[config.mk]
export PLATFORM = sky130hd
export DESIGN_NAME = fifo_wr_arbiter_flat
export DESIGN_NICKNAME = d
export VERILOG_FILES = /design/src/rtl/fifo_wr_arbiter_if.sv /design/src/rtl/fifo_wr_arbiter.sv /design/src/flat_wrapper.sv
export SDC_FILE = /design/constraint.sdc
export NUM_CORES = 1
export LEC_CHECK = 0
export CORE_UTILIZATION = 29
export DETAILED_ROUTE_END_ITERATION = 6
export MAX_ROUTING_LAYER = met4
export PLACE_DENSITY = 0.84
export SETUP_SLACK_MARGIN = 0.1
export SLEW_MARGIN = 15
export SYNTH_ARGS = -nofsm -noshare
export SYNTH_HDL_FRONTEND = slang
export SYNTH_SLANG_ARGS = --single-unit
[constraint.sdc]
create_clock -name clk -period 2.2 [get_ports clk]
set_input_delay 0.44 -clock clk [delete_from_list [all_inputs] [get_ports clk]]
set_output_delay 0.44 -clock clk [all_outputs]
set_load 0.02 [all_outputs]
[src/rtl/fifo_wr_arbiter_if.sv]
// Write side of the shared FIFO: one word per cycle when wr_en is set, back-pressured by full.
interface fifo_wr_if #(
  parameter int DATA_W = 32
);
  logic              wr_en;
  logic [DATA_W+1:0] data;
  logic              full;

  modport master (output wr_en, output data, input full);
  modport slave  (input wr_en, input data, output full);
endinterface

[src/rtl/fifo_wr_arbiter.sv]
// Frame-granular round-robin arbiter sharing one FIFO write port between NUM_REQ streams.
// state  | meaning
// IDLE   | searching req_valid for the next owner, nothing written
// LOCKED | owner g streams its frame until the last beat is accepted
// ABORT  | owner stalled too long; closing the frame with an abort word
module fifo_wr_arbiter #(
  parameter int NUM_REQ       = 4,
  parameter int DATA_W        = 32,
  parameter int STALL_TIMEOUT = 256
) (
  input  logic                       clk,
  input  logic                       rst,
  input  logic [NUM_REQ-1:0]         req_valid,
  input  logic [NUM_REQ*DATA_W-1:0]  req_data,
  input  logic [NUM_REQ-1:0]         req_last,
  output logic [NUM_REQ-1:0]         req_ready,
  fifo_wr_if.master                  wr_if,
  output logic [$clog2(NUM_REQ)-1:0] grant_id,
  output logic                       busy,
  output logic                       abort_pulse
);

  localparam int GW    = $clog2(NUM_REQ);
  localparam int CNT_W = (STALL_TIMEOUT > 0) ? $clog2(STALL_TIMEOUT + 1) : 1;
  localparam logic [CNT_W-1:0] TO_M1 = CNT_W'((STALL_TIMEOUT > 0) ? STALL_TIMEOUT - 1 : 0);

  typedef enum logic [1:0] {IDLE, LOCKED, ABORT} state_t;

  state_t            state_q, state_d;
  logic [GW-1:0]     g_q, g_d;
  logic [GW-1:0]     rr_q, rr_d;
  logic [CNT_W-1:0]  stall_q, stall_d;

  logic              found;
  logic [GW-1:0]     pick;
  logic [GW-1:0]     idx;
  logic              g_valid, g_last;
  logic [DATA_W-1:0] g_data;
  logic              wr_en_c;
  logic [DATA_W+1:0] wr_data_c;
  logic              abort_c;

  assign g_valid = req_valid[g_q];
  assign g_last  = req_last[g_q];
  assign g_data  = req_data[int'(g_q)*DATA_W +: DATA_W];

  // Rotating search starting just after the last served requester.
  always_comb begin
    found = 1'b0;
    pick  = '0;
    idx   = '0;
    for (int k = 1; k <= NUM_REQ; k++) begin
      idx = GW'((int'(rr_q) + k) % NUM_REQ);
      if (!found && req_valid[idx]) begin
        found = 1'b1;
        pick  = idx;
      end
    end
  end

  always_comb begin
    state_d   = state_q;
    g_d       = g_q;
    rr_d      = rr_q;
    stall_d   = stall_q;
    req_ready = '0;
    wr_en_c   = 1'b0;
    wr_data_c = '0;
    abort_c   = 1'b0;
    case (state_q)
      IDLE: begin
        stall_d = '0;
        if (found) begin
          g_d     = pick;
          state_d = LOCKED;
        end
      end
      LOCKED: begin
        req_ready[g_q] = !wr_if.full;
        wr_en_c        = g_valid && !wr_if.full;
        wr_data_c      = {1'b0, g_last, g_data};
        // Only an absent owner counts as a stall; back-pressure does not.
        if (g_valid)
          stall_d = '0;
        else if (stall_q != '1)
          stall_d = stall_q + CNT_W'(1);
        if (wr_en_c && g_last) begin
          rr_d    = g_q;
          state_d = IDLE;
        end else if (STALL_TIMEOUT != 0 && !g_valid && stall_q == TO_M1) begin
          state_d = ABORT;
        end
      end
      ABORT: begin
        wr_en_c   = !wr_if.full;
        wr_data_c = {2'b11, {DATA_W{1'b0}}};
        abort_c   = wr_en_c;
        if (wr_en_c) begin
          rr_d    = g_q;
          stall_d = '0;
          state_d = IDLE;
        end
      end
      default: state_d = IDLE;
    endcase
  end

  always_ff @(posedge clk or posedge rst) begin
    if (rst) begin
      state_q <= IDLE;
      g_q     <= '0;
      rr_q    <= GW'(NUM_REQ - 1);
      stall_q <= '0;
    end else begin
      state_q <= state_d;
      g_q     <= g_d;
      rr_q    <= rr_d;
      stall_q <= stall_d;
    end
  end

  assign wr_if.wr_en = wr_en_c;
  assign wr_if.data  = wr_data_c;
  assign grant_id    = g_q;
  assign busy        = (state_q != IDLE);
  assign abort_pulse = abort_c;

endmodule
[src/flat_wrapper.sv]
// flat-port wrapper written by rule: the top's interface ports become plain ports
module fifo_wr_arbiter_flat 
#(
  parameter int NUM_REQ       = 4,
  parameter int DATA_W        = 32,
  parameter int STALL_TIMEOUT = 256
)
  (clk, rst, req_valid, req_data, req_last, req_ready, grant_id, busy, abort_pulse, wr_if_wr_en, wr_if_data, wr_if_full);
  fifo_wr_if #(.DATA_W(DATA_W)) wr_if_i ();
  input  logic clk;
  input  logic rst;
  input  logic [NUM_REQ-1:0] req_valid;
  input  logic [NUM_REQ*DATA_W-1:0] req_data;
  input  logic [NUM_REQ-1:0] req_last;
  output logic [NUM_REQ-1:0] req_ready;
  output logic [$clog2(NUM_REQ)-1:0] grant_id;
  output logic busy;
  output logic abort_pulse;
  output wire logic [$bits(wr_if_i.wr_en)-1:0] wr_if_wr_en;
  output wire logic [$bits(wr_if_i.data)-1:0] wr_if_data;
  input wire logic [$bits(wr_if_i.full)-1:0] wr_if_full;
  assign wr_if_wr_en = wr_if_i.wr_en;
  assign wr_if_data = wr_if_i.data;
  assign wr_if_i.full = wr_if_full;
  fifo_wr_arbiter #(.NUM_REQ(NUM_REQ), .DATA_W(DATA_W), .STALL_TIMEOUT(STALL_TIMEOUT)) u_core (.clk(clk), .rst(rst), .req_valid(req_valid), .req_data(req_data), .req_last(req_last), .req_ready(req_ready), .wr_if(wr_if_i), .grant_id(grant_id), .busy(busy), .abort_pulse(abort_pulse));
endmodule
* Word-level counts from Yosys, hierarchy flattened
Cells that the tools add are included.
** Cells by class
- Add/subtract/negate cells :: 5
- $lt $le $gt $ge :: 6
- Shift-type cells :: 1
- Divide/modulo/power cells :: 0
- Muxes and demuxes :: 38
- Eq/ne operators :: 9
- Bitwise operators :: 1
- $mul :: 0
- Reduce and logical (&&, ||, !) cells :: 20
** Operators by type and width (number)
- $shiftx A128 B8 Y32 :: 1
- $pmux W34 S2 :: 1
- $mux W9 :: 3
- $pmux W9 S3 :: 1
- $mux W2 :: 10
- $lt A2 B3 Y1 const B :: 5
- $bmux W1 S2 :: 6
- $mux W1 :: 12
- $add A9 B1 Y9 const B :: 1
- $eq A9 B8 Y1 const B :: 1
- $ne A9 B9 Y1 const B :: 1
- $reduce_and A3 Y1 :: 3
- $logic_and A1 B1 Y1 :: 7
- $ne A3 B1 Y1 const B :: 2
- $pmux W2 S3 :: 1
- $logic_not A1 Y1 :: 5
- $add A2 B1 Y2 const B :: 2
- $add A2 B2 Y2 const B :: 2
- $and A4 B4 Y4 :: 1
- $mux W4 :: 1
- $ne A2 B1 Y1 const B :: 2
- $pmux W2 S2 :: 1
- $reduce_bool A2 Y1 :: 2
- $reduce_bool A3 Y1 :: 1
- other kinds (8) :: 8
** Storage, ports and cells
- Input port bits :: 139
- RAM bits :: 0
- Bits in registers :: 15
- Latch bits :: 0
- Memories :: 0
- Logic and storage cells :: 84
- Bits in read-only memories :: 0

* Depth between registers and ports, before layout
- Depth in word-level cells :: 15
- Mapped depth :: 8
- Depth with buffers taken out :: 8

* Least setup slack after synthesis
Ideal clock, no wire load.
- Path type :: reg2out
- From :: register u_core.g_q[0] (netlist: u_core.grant_id[0])
- To :: output wr_if_data[0]
- Cell stages (with the launch flop) :: 6
- Arrival time :: 1956 ps
- Slack :: -196 ps
- Path through :: dfrtp_1 > buf_6 > buf_2 > buf_2 > mux4_2 > and3_1
** Between the ends
- Cells in the longest elaborated chain, start to end :: 2
** RTL lines
- start: declaration :: RTL line fifo_wr_arbiter.sv:30 : logic [GW-1:0] g_q, g_d;
- start signal: assignment :: RTL line fifo_wr_arbiter.sv:116 : g_q <= g_d;
- $shiftx A128 B8 Y32 :: RTL line fifo_wr_arbiter.sv:45 : assign g_data = req_data[int'(g_q)*DATA_W +: DATA_W];
- $pmux W34 S2 :: RTL line fifo_wr_arbiter.sv:70 : case (state_q)
- end: declaration :: RTL line flat_wrapper.sv:20 : output wire logic [$bits(wr_if_i.data)-1:0] wr_if_data;
Every way passes these cells.

* Worst setup path after layout
- From :: register u_core.g_q[0] (netlist: u_core.grant_id[0])
- To :: output wr_if_data[9]
Same word-level chain as after synthesis.

==> results.rst <==
.. list-table::
   :header-rows: 1

   * - Metric
     - Value
   * - Violations in the final reports
     - negative setup slack
   * - Crit path required time
     - 1760 ps
   * - Number of DRC violations after detailed-routing iteration 0
     - 114
   * - Wire length of the first global-routing pass
     - between 10 and 15 mm
   * - Worst max-slew margin expressed relative to the limit
     - 61.7%
   * - Number of stages on the worst hold path
     - 2
   * - Maximum clock rate
     - 437 MHz
   * - Count of synthesis-stage warnings from yosys
     - 0
   * - Most area-hungry cell type in the Yosys netlist
     - sky130_fd_sc_hd__mux4_2
   * - Number of fill cells in the layout
     - 505
   * - Crit path max-delay cell type
     - sky130_fd_sc_hd__mux4_2
   * - Number of buffers inserted for hold repair after clock tree synthesis
     - 0
   * - Cell Count Post-Placement
     - 482
   * - Share of synthesized flip-flops with an asynchronous set or reset
     - 100%
   * - Total design power
     - 4.55 mW
   * - Sum of overflow across all layers after global routing
     - 0
   * - Vias
     - 2676
   * - Hold Crit Class
     - flop to flop
   * - Chain of cells forming the critical path
     - buf_6, buf_12, buf_12, mux4_2, and3_4, buf_6
   * - Worst stage delay on the critical path
     - roughly 500 ps
   * - GRT Overall Usage
     - 24.9%
   * - Number of antenna violations at the first check in global routing
     - 0
   * - Die Span Y
     - 86.3 µm
   * - Cell types with the largest area share after synthesis
     - sky130_fd_sc_hd__mux4_2 (37%), sky130_fd_sc_hd__dfrtp_1 (16%), sky130_fd_sc_hd__and3_1 (11%), sky130_fd_sc_hd__ha_1 (4.2%), sky130_fd_sc_hd__dfstp_2 (2.5%)
   * - Critical path type
     - flop to output port
   * - Port buffer count
     - approximately 180
   * - Count of different cell masters after synthesis
     - 41
   * - Result of the run
     - complete, but fails checks
   * - Cell area after technology mapping
     - 2060 µm²
   * - Count of unresolved DRC violations after routing
     - 0
   * - Routed vias/inst
     - ~5.2
   * - Power density cells
     - 989 nW/µm²
   * - Top flip-flop cell by instance count after synthesis
     - sky130_fd_sc_hd__dfrtp_1
   * - Fin crit period
     - 2290 ps
   * - Worst Path Max Fanout
     - 7
   * - Clock buffers created by TritonCTS
     - 3
   * - Maximum clock path buffer count
     - 2
   * - Avg Cell Area, Syn
     - ~10 µm²
   * - Max-capacitance violation count
     - 0
   * - WL final
     - 9.39 mm
   * - Max-slew violation count
     - 0
   * - Worst-case reg-to-reg path depth
     - 7
   * - Root cell of the clock tree
     - sky130_fd_sc_hd__clkbuf_8
   * - Antenna fix cells
     - 0
   * - Total clock sinks
     - 15
   * - Worst Setup End Kind
     - output port
   * - Gate count of the mapped netlist
     - around 200
   * - Clock transition at path regs
     - 60 ps
   * - Die Span X
     - 86.3 µm
   * - IR Drop Worst-Case VDD
     - 0.703 mV
   * - Non-filler instance count after layout
     - 512
   * - Floorplan die area
     - 7460 µm²
   * - Final worst setup slack
     - -89.0 ps
   * - Number of global-route vias before repair
     - 2756
   * - Leakage power summed over all cells
     - 1.95 nW
   * - Post-synthesis sequential area ratio
     - around 18%
   * - Tightest Pin Transition
     - 574 ps
   * - Nets
     - 563
   * - Post-route clock skew
     - 0.964 ps
   * - GP Congestion
     - 0.900
   * - Area share of the largest cell type after synthesis
     - 37.1%
   * - Nets in the synthesized netlist
     - around 350
   * - RSZ-0062 raised after global routing
     - yes
   * - Post-detailed-route wirelength per cell
     - 18.3 µm
   * - Critical path launch point type
     - flop
   * - Synthesized flop and latch total
     - 15
   * - Std-Cell Rows
     - 30
   * - Initial core utilization
     - 30.2%
   * - Core area
     - 6830 µm²
   * - Num ports
     - 182
   * - Post-route core utilization
     - about two thirds
   * - Period utilization
     - 104%
   * - H-tree depth reported by CTS
     - 1
   * - Clock latency reported for the late side of the worst-skew pair
     - 250 ps
   * - Signed area change from the synthesized netlist to the final layout
     - 123%
   * - HPWL Detailed
     - 7.07 mm
   * - Leading post-synthesis cells by instance count
     - sky130_fd_sc_hd__and3_1 (35), sky130_fd_sc_hd__mux4_2 (34), sky130_fd_sc_hd__clkbuf_1 (13), sky130_fd_sc_hd__dfrtp_1 (13), sky130_fd_sc_hd__nand2_1 (12)
   * - Share of layout cells above drive strength 1
     - a little over two fifths
   * - Pin count of the biggest net entering global routing
     - 29
   * - Count of TritonRoute iterations in the first routing pass
     - 4
   * - Number of flops mapped to enable cells by yosys
     - 0
   * - Antenna violation net count after detailed routing
     - 0
   * - Final setup fails
     - 25
   * - Crit path DAT
     - between 1500 and 2000 ps
   * - Library cell with the highest instance count after synthesis
     - sky130_fd_sc_hd__and3_1
   * - Final total negative setup slack
     - -767 ps
   * - Number of failing hold endpoints at the final stage
     - 0
   * - CTS tree
     - yes
[state kept, by name (all words and copies together) (netlist names)]
signal / cells
u_core.stall_q: 9
u_core.grant_id: 2
u_core.rr_q: 2
u_core.state_q: 2
[area by class of cell]
type	instances	area (µm²)	area share, %
clock buffers	4	45.0	0.979
inverters	11	42.5	0.925
multi-input cells	155	1760	38.2
flip-flops and latches	15	382	8.30
well taps	96	120	2.61
repair buffers	231	2250	49.0
[layer usage]
layer | wire (µm) | share of wire, % | GRT usage (%) | vias to the layer above
met4 | 248 | 2.6 | 8.03 | 0
met1 | 3470 | 37 | 26.2 | 1289
met2 | 4860 | 52 | 45.9 | 145
met3 | 805 | 8.6 | 5.52 | 29
li1 | - | - | - | 1213
met5 | 0 | 0 | - | -
[stage by stage]
step / setup slack [ps] / hold WS, ps / cell area [µm²]
after global routing: -150 / 551 / 4600
after global placement: -397 / 483 / 4150
final: -89.0 / 512 / 4600
after detailed placement: -398 / 493 / 4150
after CTS: -101 / 499 / 4370
after floorplan: 99.7 / 340 / 2100
[logic make-up after synthesis]
kind of cell    after synthesis  synth area share [%]
simple gates                 76                  22.0
mux                          40                  40.1
compound gates               32                  9.46
buf+inv                      29                  5.82
flops                        15                  18.3
fa+ha+maj                     7                  4.24
[worst paths after layout]
kind / slack (ps) / end / startpoint
setup / recovery: -90 / wr_if_data[9] / u_core.grant_id[0]
hold / removal: 510 / u_core.stall_q[1] / u_core.stall_q[1]
setup reg to reg: 30 / u_core.stall_q[6] / u_core.grant_id[0]
hold reg to reg: 510 / u_core.stall_q[1] / u_core.stall_q[1]
max in group asynchronous: 1250 / u_core.grant_id[0] / rst
min in group asynchronous: 550 / u_core.stall_q[7] / rst
[cell usage in the layout (no fill, tap or decap), types with 4 or more instances in the layout]
master / count
sky130_fd_sc_hd__ha_1: 5
sky130_fd_sc_hd__buf_12: 5
sky130_fd_sc_hd__mux2i_1: 4
sky130_fd_sc_hd__a21oi_1: 4
sky130_fd_sc_hd__buf_2: 5
sky130_fd_sc_hd__o21ai_2: 4
sky130_fd_sc_hd__inv_1: 10
sky130_fd_sc_hd__mux4_2: 34
sky130_fd_sc_hd__and3_1: 17
sky130_fd_sc_hd__nor2b_1: 4
sky130_fd_sc_hd__nor2_1: 6
sky130_fd_sc_hd__buf_4: 44
sky130_fd_sc_hd__dfrtp_1: 10
sky130_fd_sc_hd__clkdlybuf4s50_1: 139
sky130_fd_sc_hd__buf_6: 28
sky130_fd_sc_hd__o21ai_0: 7
sky130_fd_sc_hd__nand2_1: 12
sky130_fd_sc_hd__and3_4: 17
[power breakdown]
group	internal (mW)	switching [mW]
clock network	0.128	0.0959
logic	2.21	1.68
registers	0.353	0.0799
[critical path, delay by kind of cell (launching register included)]
kind / cells / cell delay, ps
buffers and inverters: 4 / 470
flip-flops: 1 / 440
multiplexers: 1 / 500
AND/OR/NAND/NOR: 1 / 190
[timing repair]
item,CTS,global route
cloned,0,0
resized for setup,188,65
setup endpoints to repair,47,49
pin swaps,5,10
buffers inserted,15,11
(Power assumes the default switching activity.)
